<file path="config.mk">
export PLATFORM = sky130hd
export DESIGN_NAME = cell_processor_pipe
export DESIGN_NICKNAME = d
export VERILOG_FILES = /design/src/rtl/cell_processor_pipe.sv
export SDC_FILE = /design/constraint.sdc
export NUM_CORES = 1
export LEC_CHECK = 0
export CORE_UTILIZATION = 30
export DETAILED_ROUTE_END_ITERATION = 16
export GPL_TIMING_DRIVEN = 1
export PLACE_DENSITY_LB_ADDON = 0.1
export SLEW_MARGIN = 20
export SYNTH_ARGS = -nofsm -noshare
export SYNTH_HDL_FRONTEND = slang
export SYNTH_SLANG_ARGS = --single-unit
export TNS_END_PERCENT = 10
</file>
<file path="constraint.sdc">
create_clock -name clk -period 7.3 [get_ports clk]
set_clock_uncertainty 0.05 [all_clocks]
set_input_delay 0.73 -clock clk [delete_from_list [all_inputs] [get_ports clk]]
set_output_delay 0.73 -clock clk [all_outputs]
set_load 0.005 [all_outputs]
</file>
<file path="src/rtl/cell_processor_pipe.sv">
// cell_processor_pipe: handshaked WIN x WIN window processor with point ops and sequenced reductions
// Ports: clk, rst (async, active-low); in_valid/in_ready + opcode, cell_a, cell_b, user_in on the input side;
//        out_valid/out_ready + out_pixel, out_ovf on the output side.
// Opcodes: 0 ADD, 1 ADDI, 2 SUB, 3 SUBI, 4 AVG, 5 MAX, 6 MIN, 7 PASS.
// Build option CELL_PROC_SAT_EN: point-op overflow saturates to all ones, underflow clamps to zero (wraps otherwise).
module cell_processor_pipe #(
    parameter int PIXEL_W = 8,
    parameter int WIN = 3
) (
    input  logic                       clk,
    input  logic                       rst,
    input  logic                       in_valid,
    output logic                       in_ready,
    input  logic [2:0]                 opcode,
    input  logic [WIN*WIN*PIXEL_W-1:0] cell_a,
    input  logic [WIN*WIN*PIXEL_W-1:0] cell_b,
    input  logic [PIXEL_W-1:0]         user_in,
    output logic                       out_valid,
    input  logic                       out_ready,
    output logic [PIXEL_W-1:0]         out_pixel,
    output logic                       out_ovf
);
    localparam int N = WIN * WIN;
    localparam int SUM_W = PIXEL_W + $clog2(N);
    localparam int CI = (WIN / 2) * WIN + WIN / 2;
    localparam int CW = $clog2((WIN > SUM_W ? WIN : SUM_W) + 1);
    localparam logic [2:0] OP_ADD = 3'd0, OP_ADDI = 3'd1, OP_SUB = 3'd2, OP_SUBI = 3'd3;
    localparam logic [2:0] OP_AVG = 3'd4, OP_MAX = 3'd5, OP_MIN = 3'd6;

    if (WIN < 3 || WIN % 2 == 0) begin : g_bad_win
        $error("cell_processor_pipe: WIN must be odd and >= 3");
    end

    typedef enum logic [1:0] {IDLE, ACCUM, DIV, OUT} state_t;

    state_t               state, state_next;
    logic [2:0]           op;
    logic [N*PIXEL_W-1:0] a;
    logic [PIXEL_W-1:0]   bc, u, ca, opnd, pt, res;
    logic [PIXEL_W:0]     wide;
    logic [SUM_W-1:0]     acc, acc_fold, px, rem;
    logic [SUM_W:0]       rem_sh, rem_nx;
    logic [CW-1:0]        cnt;
    logic                 accept, free, red_in, is_red, is_add, is_sub, ovf, ge, last_row, last_bit;
    logic                 unused_bits;

    // Only the centre of window B matters; the MSB of the trial remainder is always dropped.
    assign unused_bits = ^{cell_b, rem_nx[SUM_W]};

    assign free     = !out_valid || out_ready;
    assign in_ready = rst && state == IDLE && free;
    assign accept   = in_valid && in_ready;
    assign red_in   = opcode inside {OP_AVG, OP_MAX, OP_MIN};
    assign last_row = cnt == CW'(WIN - 1);
    assign last_bit = cnt == CW'(SUM_W - 1);

    always_comb begin
        px = '0;
        acc_fold = acc;
        // Fold row cnt of window A into the accumulator (sum, max or min)
        for (int c = 0; c < WIN; c++) begin
            px = SUM_W'(a[(int'(cnt) * WIN + c) * PIXEL_W +: PIXEL_W]);
            acc_fold = op == OP_AVG ? acc_fold + px :
                       (op == OP_MAX && px > acc_fold) || (op == OP_MIN && px < acc_fold) ? px : acc_fold;
        end
        // Restoring division step: shift in the next dividend bit, subtract N when it fits
        rem_sh = {rem, acc[SUM_W-1]};
        ge = rem_sh >= (SUM_W + 1)'(N);
        rem_nx = ge ? rem_sh - (SUM_W + 1)'(N) : rem_sh;
        ca = a[CI*PIXEL_W +: PIXEL_W];
        is_red = op inside {OP_AVG, OP_MAX, OP_MIN};
        is_add = op == OP_ADD || op == OP_ADDI;
        is_sub = op == OP_SUB || op == OP_SUBI;
        opnd = (op == OP_ADD || op == OP_SUB) ? bc : u;
        wide = is_sub ? {1'b0, ca} - {1'b0, opnd} : {1'b0, ca} + {1'b0, opnd};
        // Carry out on add and borrow out on subtract both land in the extra bit
        ovf = (is_add || is_sub) && wide[PIXEL_W];
`ifdef CELL_PROC_SAT_EN
        pt = ovf ? (is_sub ? '0 : '1) : wide[PIXEL_W-1:0];
`else
        pt = wide[PIXEL_W-1:0];
`endif
        res = is_red ? acc[PIXEL_W-1:0] : (is_add || is_sub) ? pt : ca;
    end

    always_comb begin
        state_next = state;
        case (state)
            IDLE:    state_next = accept ? (red_in ? ACCUM : OUT) : IDLE;
            ACCUM:   state_next = last_row ? (op == OP_AVG ? DIV : OUT) : ACCUM;
            DIV:     state_next = last_bit ? OUT : DIV;
            OUT:     state_next = free ? IDLE : OUT;
            default: state_next = IDLE;
        endcase
    end

    always_ff @(posedge clk or negedge rst) begin
        if (!rst) state <= IDLE;
        else state <= state_next;
    end

    always_ff @(posedge clk or negedge rst) begin
        if (!rst) begin
            op <= '0;
            a <= '0;
            bc <= '0;
            u <= '0;
            acc <= '0;
            rem <= '0;
            cnt <= '0;
            out_valid <= 1'b0;
            out_pixel <= '1;
            out_ovf <= 1'b0;
        end else begin
            if (accept) begin
                op <= opcode;
                a <= cell_a;
                bc <= cell_b[CI*PIXEL_W +: PIXEL_W];
                u <= user_in;
                acc <= opcode == OP_MIN ? '1 : '0;
                rem <= '0;
                cnt <= '0;
            end
            if (state == ACCUM) begin
                acc <= acc_fold;
                cnt <= last_row ? '0 : cnt + 1'b1;
            end
            if (state == DIV) begin
                acc <= {acc[SUM_W-2:0], ge};
                rem <= rem_nx[SUM_W-1:0];
                cnt <= cnt + 1'b1;
            end
            if (state == OUT && free) begin
                out_valid <= 1'b1;
                out_pixel <= res;
                out_ovf <= ovf;
            end else if (out_ready) out_valid <= 1'b0;
        end
    end
endmodule

</file>
## Word-level counts from Yosys, hierarchy flattened

Cells that the tools add are included.

- Register bits after elaboration: 131
- Word-level logic and storage cells: 102
- Input bits: 159

- Multipliers: 1
- Shifts and indexed selects: 3
- $lt $le $gt $ge: 7
- Multiplexer cells: 30
- Equal/unequal tests: 14
- $add $sub $neg: 9
- Reductions and logical operators: 27

Operators by type and width:

| kind | number |
|---|---|
| 12-bit 2-to-1 mux | 13 |
| 72-bit by 32-bit variable part select with 8-bit output | 2 |
| 72-bit by 11-bit variable part select with 8-bit output | 1 |
| 12-bit by 8-bit adder with 12-bit output | 3 |
| 8-bit by 12-bit > comparator with 1-bit output | 3 |
| 8-bit by 12-bit < comparator with 1-bit output | 3 |
| 29-bit by 2-bit adder with 29-bit output, second input constant | 1 |
| 8-bit 2-to-1 mux | 3 |
| 3-bit equality test, second input constant | 6 |
| 4-bit 2-to-1 mux | 4 |
| 13-bit by 4-bit greater-or-equal comparator with 1-bit output, second input constant | 1 |
| 12-bit by 4-bit subtractor with 12-bit output, second input constant | 1 |
| 1-bit logical AND | 11 |
| 8-bit by 8-bit adder with 9-bit output | 1 |
| 9-bit 2-to-1 mux | 1 |
| 3-bit nonzero test | 3 |
| 8-bit by 8-bit subtractor with 9-bit output | 1 |
| 1-bit logical OR | 8 |
| 2-bit 2-to-1 mux | 4 |
| 2-bit one-hot mux with 4 select lines | 1 |
| 6-bit by 2-bit adder with 7-bit output, second input constant | 1 |
| 3-bit by 2-bit equality test with 1-bit output, second input constant | 2 |
| 4-bit by 2-bit multiplier with 6-bit output, second input constant | 1 |
| 4-bit by 1-bit adder with 4-bit output, second input constant | 1 |
| other kinds (10) | 15 |

## Longest topological paths before layout

- Word-level depth: 19
- Mapped depth: 43
- Gate-level depth less buffers: 42

## Worst setup path before layout

OpenSTA, ideal clock, no wires.

- Kind: register to register
- Start point: register cnt[0]
- End point: register acc[2]
- Stages on the path, launching flop included: 39
- Library setup time: 73 ps
- Slack: -473 ps
- Data arrival time: 7650 ps
- Required time: 7177 ps
- Buffers on the path: 3
- Path through: dfrtp_1 > buf_4 > buf_1 > clkbuf_1 > nor2_1 > a21oi_1 > nor2_1 > ha_1 > a21oi_1 > maj3_1 > o21ai_1 > a2bb2oi_2 > nand4_1 > o221ai_1 > inv_1 > ha_1 > nor3_1 > o21ai_0 > [3 not listed] > or3_4 > mux2i_4 > mux2_1 > nor2_1 > nor2_1 > ha_1 > o21bai_1 > a21oi_1 > o21bai_1 > a21oi_1 > o21bai_1 > a21oi_1 > o21bai_1 > and4_4 > nand4_2 > mux2i_4 > mux2_2 > a21oi_2

- Word-level cells in the longest chain between the ends: 19

RTL lines:

| item | line | text |
|---|---|---|
| start: declaration | 43 | `logic [CW-1:0] cnt;` |
| start signal: assignment | 126 | `cnt <= last_row ? '0 : cnt + 1'b1;` |
| start signal: assignment | 131 | `cnt <= cnt + 1'b1;` |
| 4-bit by 2-bit multiplier with 6-bit output (*) | 62 | `px = SUM_W'(a[(int'(cnt) * WIN + c) * PIXEL_W +: PIXEL_W]);` |
| 72-bit by 32-bit variable part select with 8-bit output | 62 |  |
| 8-bit by 12-bit > comparator with 1-bit output / 8-bit by 12-bit < comparator with 1-bit output (equally long branches) | 64 | `(op == OP_MAX && px > acc_fold) \|\| (op == OP_MIN && px < acc_fold) ? px : acc_fold;` |
| 1-bit logical AND | 64 |  |
| 1-bit logical OR | 64 |  |
| 12-bit 2-to-1 mux | 64 |  |
| 12-bit 2-to-1 mux | 63 | `acc_fold = op == OP_AVG ? acc_fold + px :` |
| 8-bit by 12-bit > comparator with 1-bit output / 8-bit by 12-bit < comparator with 1-bit output (equally long branches) | 64 |  |
| [3 not listed] | n/a |  |
| 12-bit 2-to-1 mux | 63 |  |
| 8-bit by 12-bit > comparator with 1-bit output / 8-bit by 12-bit < comparator with 1-bit output (equally long branches) | 64 |  |
| 1-bit logical AND | 64 |  |
| 1-bit logical OR | 64 |  |
| 12-bit 2-to-1 mux | 64 |  |
| 12-bit 2-to-1 mux (*) | 63 |  |
| 12-bit 2-to-1 mux (*) | 124 | `if (state == ACCUM) begin` |
| 12-bit 2-to-1 mux (*) | 128 | `if (state == DIV) begin` |
| end signal: assignment | 120 | `acc <= opcode == OP_MIN ? '1 : '0;` |
| end signal: assignment | 125 | `acc <= acc_fold;` |
| end signal: assignment | 129 | `acc <= {acc[SUM_W-2:0], ge};` |
| end: declaration | 41 | `logic [SUM_W-1:0] acc, acc_fold, px, rem;` |

Every way passes the cells marked *; elsewhere a longest branch is shown, timed or not.
A chain may end at the register's enable or synchronous reset.

## Final worst setup path

- Start point: register cnt[1]
- End point: register acc[4]

Same word-level chain as after synthesis.

==> results.sh <==
export IMPL_clk_pin_slew_ns=0.06
export IMPL_synth_cell_type_count=78
export IMPL_fin_ws_ns=-0.206
export IMPL_slew_violations=0
export IMPL_crit_type="flop to flop"
export IMPL_timing_hold_violations_final=0
export IMPL_instances_no_fill=1781
export IMPL_startpoint_type="flop"
export IMPL_clock_path_buffers=2
export IMPL_drv_cap=0
export IMPL_yosysWarnings=0
export IMPL_htreeDepth=4
export IMPL_drive_gt1_share_pct=32.4
export IMPL_rsz0062_at_grt="yes"
export IMPL_grt_overflow_total=0
export IMPL_post_drt_wl_per_cell_um=17.8
export IMPL_cp_end_kind="flop"
export IMPL_core_sq_um=32900
export IMPL_start_util_pct=30.7
export IMPL_met2_usage_pct=31.6
export IMPL_ios=170
export IMPL_drcViolationCount=0
export IMPL_avgSynthCellArea_sq_um=9.43
export IMPL_synth_top_cell_by_area="dfrtp_1"
export IMPL_gr_usage_met1_pct=26.7
export IMPL_fp_dieArea_sq_um=34400
export IMPL_cp_required_ns=7.54
export IMPL_top_usage_layer="met2"
export IMPL_multiInputGateArea_sq_um=6840
export IMPL_antenna_found_initial=0
export IMPL_port_buffers=105
export IMPL_area_growth_pct=38.8
export IMPL_rows=66
export IMPL_synthFlopType="dfrtp_1"
export IMPL_syn_num_nets=1302
export IMPL_met3_usage_pct=2.56
export IMPL_slowest_stage="dfrtp_2"
export IMPL_final_seq_area_sq_um=3290
export IMPL_insertion_delay_ns=0.42
export IMPL_clock_sinks=131
export IMPL_gp_congestion=0.856
export IMPL_die_w_um=185
export IMPL_avgViaCountPerCell=4.94
export IMPL_violations="setup timing"
export IMPL_synth_top_area_share_pct=30.5
export IMPL_grt_pass1_vias=8852
export IMPL_grt_max_degree=69
export IMPL_tightest_slew_ns=0.891
export IMPL_die_height_um=185
export IMPL_hold_path_class="input pin to async pin"
export IMPL_drtAntennaViolNets=0
export IMPL_yosysSeqAreaShare_pct=32.6
export IMPL_cts_root_buf="clkbuf_16"
export IMPL_cts_tree="built"
export IMPL_pre_cts_ws_ns=-0.700
export IMPL_period_share_pct=103
export IMPL_fmax_mhz=133
export IMPL_slew_headroom_pct=40.6
export IMPL_cpPeakStageDelay_ns=0.42
export IMPL_vias=8807
export IMPL_diodes=0
export IMPL_drtIter0Drc=407
export IMPL_hpwl_um=25000
export IMPL_synth_area_sq_um=10100
export IMPL_synth_area_leaders="dfrtp_1 (30%), mux2_2 (11%), ha_1 (8.3%)"
export IMPL_syn_inst=1071
export IMPL_fin_crit_ns=7.51
export IMPL_grt_use_total_pct=19.3
export IMPL_first_pass_iters=4
export IMPL_cts_buffers=17
export IMPL_synth_edf_count=0
export IMPL_wl_um=31800
export IMPL_nets=1557
export IMPL_cpMostUsedCell="o21bai_1"
export IMPL_numPlacedInstances=1738
export IMPL_ys_seq_elements=131
export IMPL_ys_async_sr_fraction_pct=100
export IMPL_worstPathArrival_ns=7.75
export IMPL_nFillCells=3286
export IMPL_grt_pass1_wl_um=50200
export IMPL_status="finished with violations"
export IMPL_crit_path_max_fanout=7
export IMPL_setup_viol=11
## final cells by class
type | count | area share (%)
inverter | 53 | 1.42
sequential | 131 | 23.5
clock inverter | 12 | 1.10
clock buffer | 20 | 3.26
tap | 442 | 3.95
multi-input combinational | 833 | 48.8
timing repair buffer | 290 | 18.0
## per-stage QoR
step	setup TNS, ns	instance area, sq um	hold slack, ns	util (%)
after floorplan	0	10200	0.384	-
after global routing	-7.51	14000	0.128	42.6
after global placement	-6.58	12900	0.422	39.1
after detailed placement	-7.65	12900	0.424	39.1
final	-1.66	14000	0.127	42.6
after CTS	-3.31	13900	0.116	42.2
## worst paths after layout
check | start | endpoint | slack, ns | cells after the start
worst min-delay path | rst | bc[3] | 0.13 | 1
min in group clk | out_pixel[2] | out_pixel[2] | 0.43 | 2
worst min register to register | out_pixel[2] | out_pixel[2] | 0.43 | 2
max in group asynchronous | rst | cnt[1] | 5.86 | 2
worst max-delay path | cnt[1] | acc[4] | -0.21 | 43
worst max register to register | cnt[1] | acc[4] | -0.21 | 43
## metal layers
metal,wire length (um),vias to the layer above
met3,912,25
met5,0,-
met1,15300,4267
met2,15100,152
met4,487,0
li1,-,4363
## critical path: cells and delay by family (launching register included)
kind / cells / cell delay [ns]
AO/OA/AOI/OAI: 16 / 2.19
AND/OR/NAND/NOR: 12 / 1.65
multiplexers: 6 / 1.46
buffers and inverters: 6 / 0.87
adder cells (fa/ha/maj): 3 / 0.70
flip-flops: 1 / 0.42
## state kept, by name (all words and copies together) (netlist names), 2 cells and up
name	count
rem	12
cnt	4
u	8
out_pixel	8
a	72
bc	8
state	2
op	3
acc	12
## synth_stat cells (4+ instances only)
cell / n
dfrtp_1: 123
mux2_2: 98
nor2_1: 98
o21ai_0: 79
nand2_1: 71
ha_1: 67
a21oi_1: 63
inv_1: 52
mux2i_1: 48
clkbuf_1: 45
nand3_1: 45
xnor2_1: 27
nor3_1: 21
xor2_1: 18
mux4_2: 17
nand2b_1: 14
o21a_1: 11
a211oi_1: 9
o221ai_1: 9
a21o_1: 8
dfstp_2: 8
o31ai_1: 8
and3_1: 7
nor2b_1: 7
o211ai_1: 7
o21bai_1: 6
buf_1: 5
fa_1: 5
nand3b_1: 5
o21ai_1: 5
or3_1: 5
a31oi_1: 4
and2_1: 4
o22ai_1: 4
or2_2: 4
## cells in the final DEF (no fill, tap or decap), drive strengths merged, types with 18 or more instances in the layout
cell type / instances
a21oi: 66
buf: 186
clkbuf: 20
clkdlybuf4s50: 104
dfrtp: 123
ha: 67
inv: 54
mux2: 100
mux2i: 50
nand2: 71
nand3: 45
nor2: 98
nor3: 22
o21ai: 84
xnor2: 27
xor2: 18
## cells by family (layout without fill, tap and decap cells)
family / Yosys count / after routing / synth area share (%)
buf+inv: 107 / 375 / 4.18
mux: 167 / 167 / 20.1
compound gates: 243 / 243 / 15.1
simple gates: 303 / 303 / 14.5
xor+xnor: 45 / 45 / 3.90
flops: 131 / 131 / 32.6
fa+ha+maj: 75 / 75 / 9.60
## repair_timing
action | CTS | global route
gates resized for setup | 64 | 31
buffers inserted | 9 | 2
pin swaps | 41 | 15
cloned | 1 | 0
setup endpoints to repair | 12 | 12
endpoints found under the hold margin | 0 | 0
hold buffers | 0 | 0
Power is left out: the tool's default activity adds up to more than one toggle a clock period on the data nets, which glitch-free logic cannot reach.
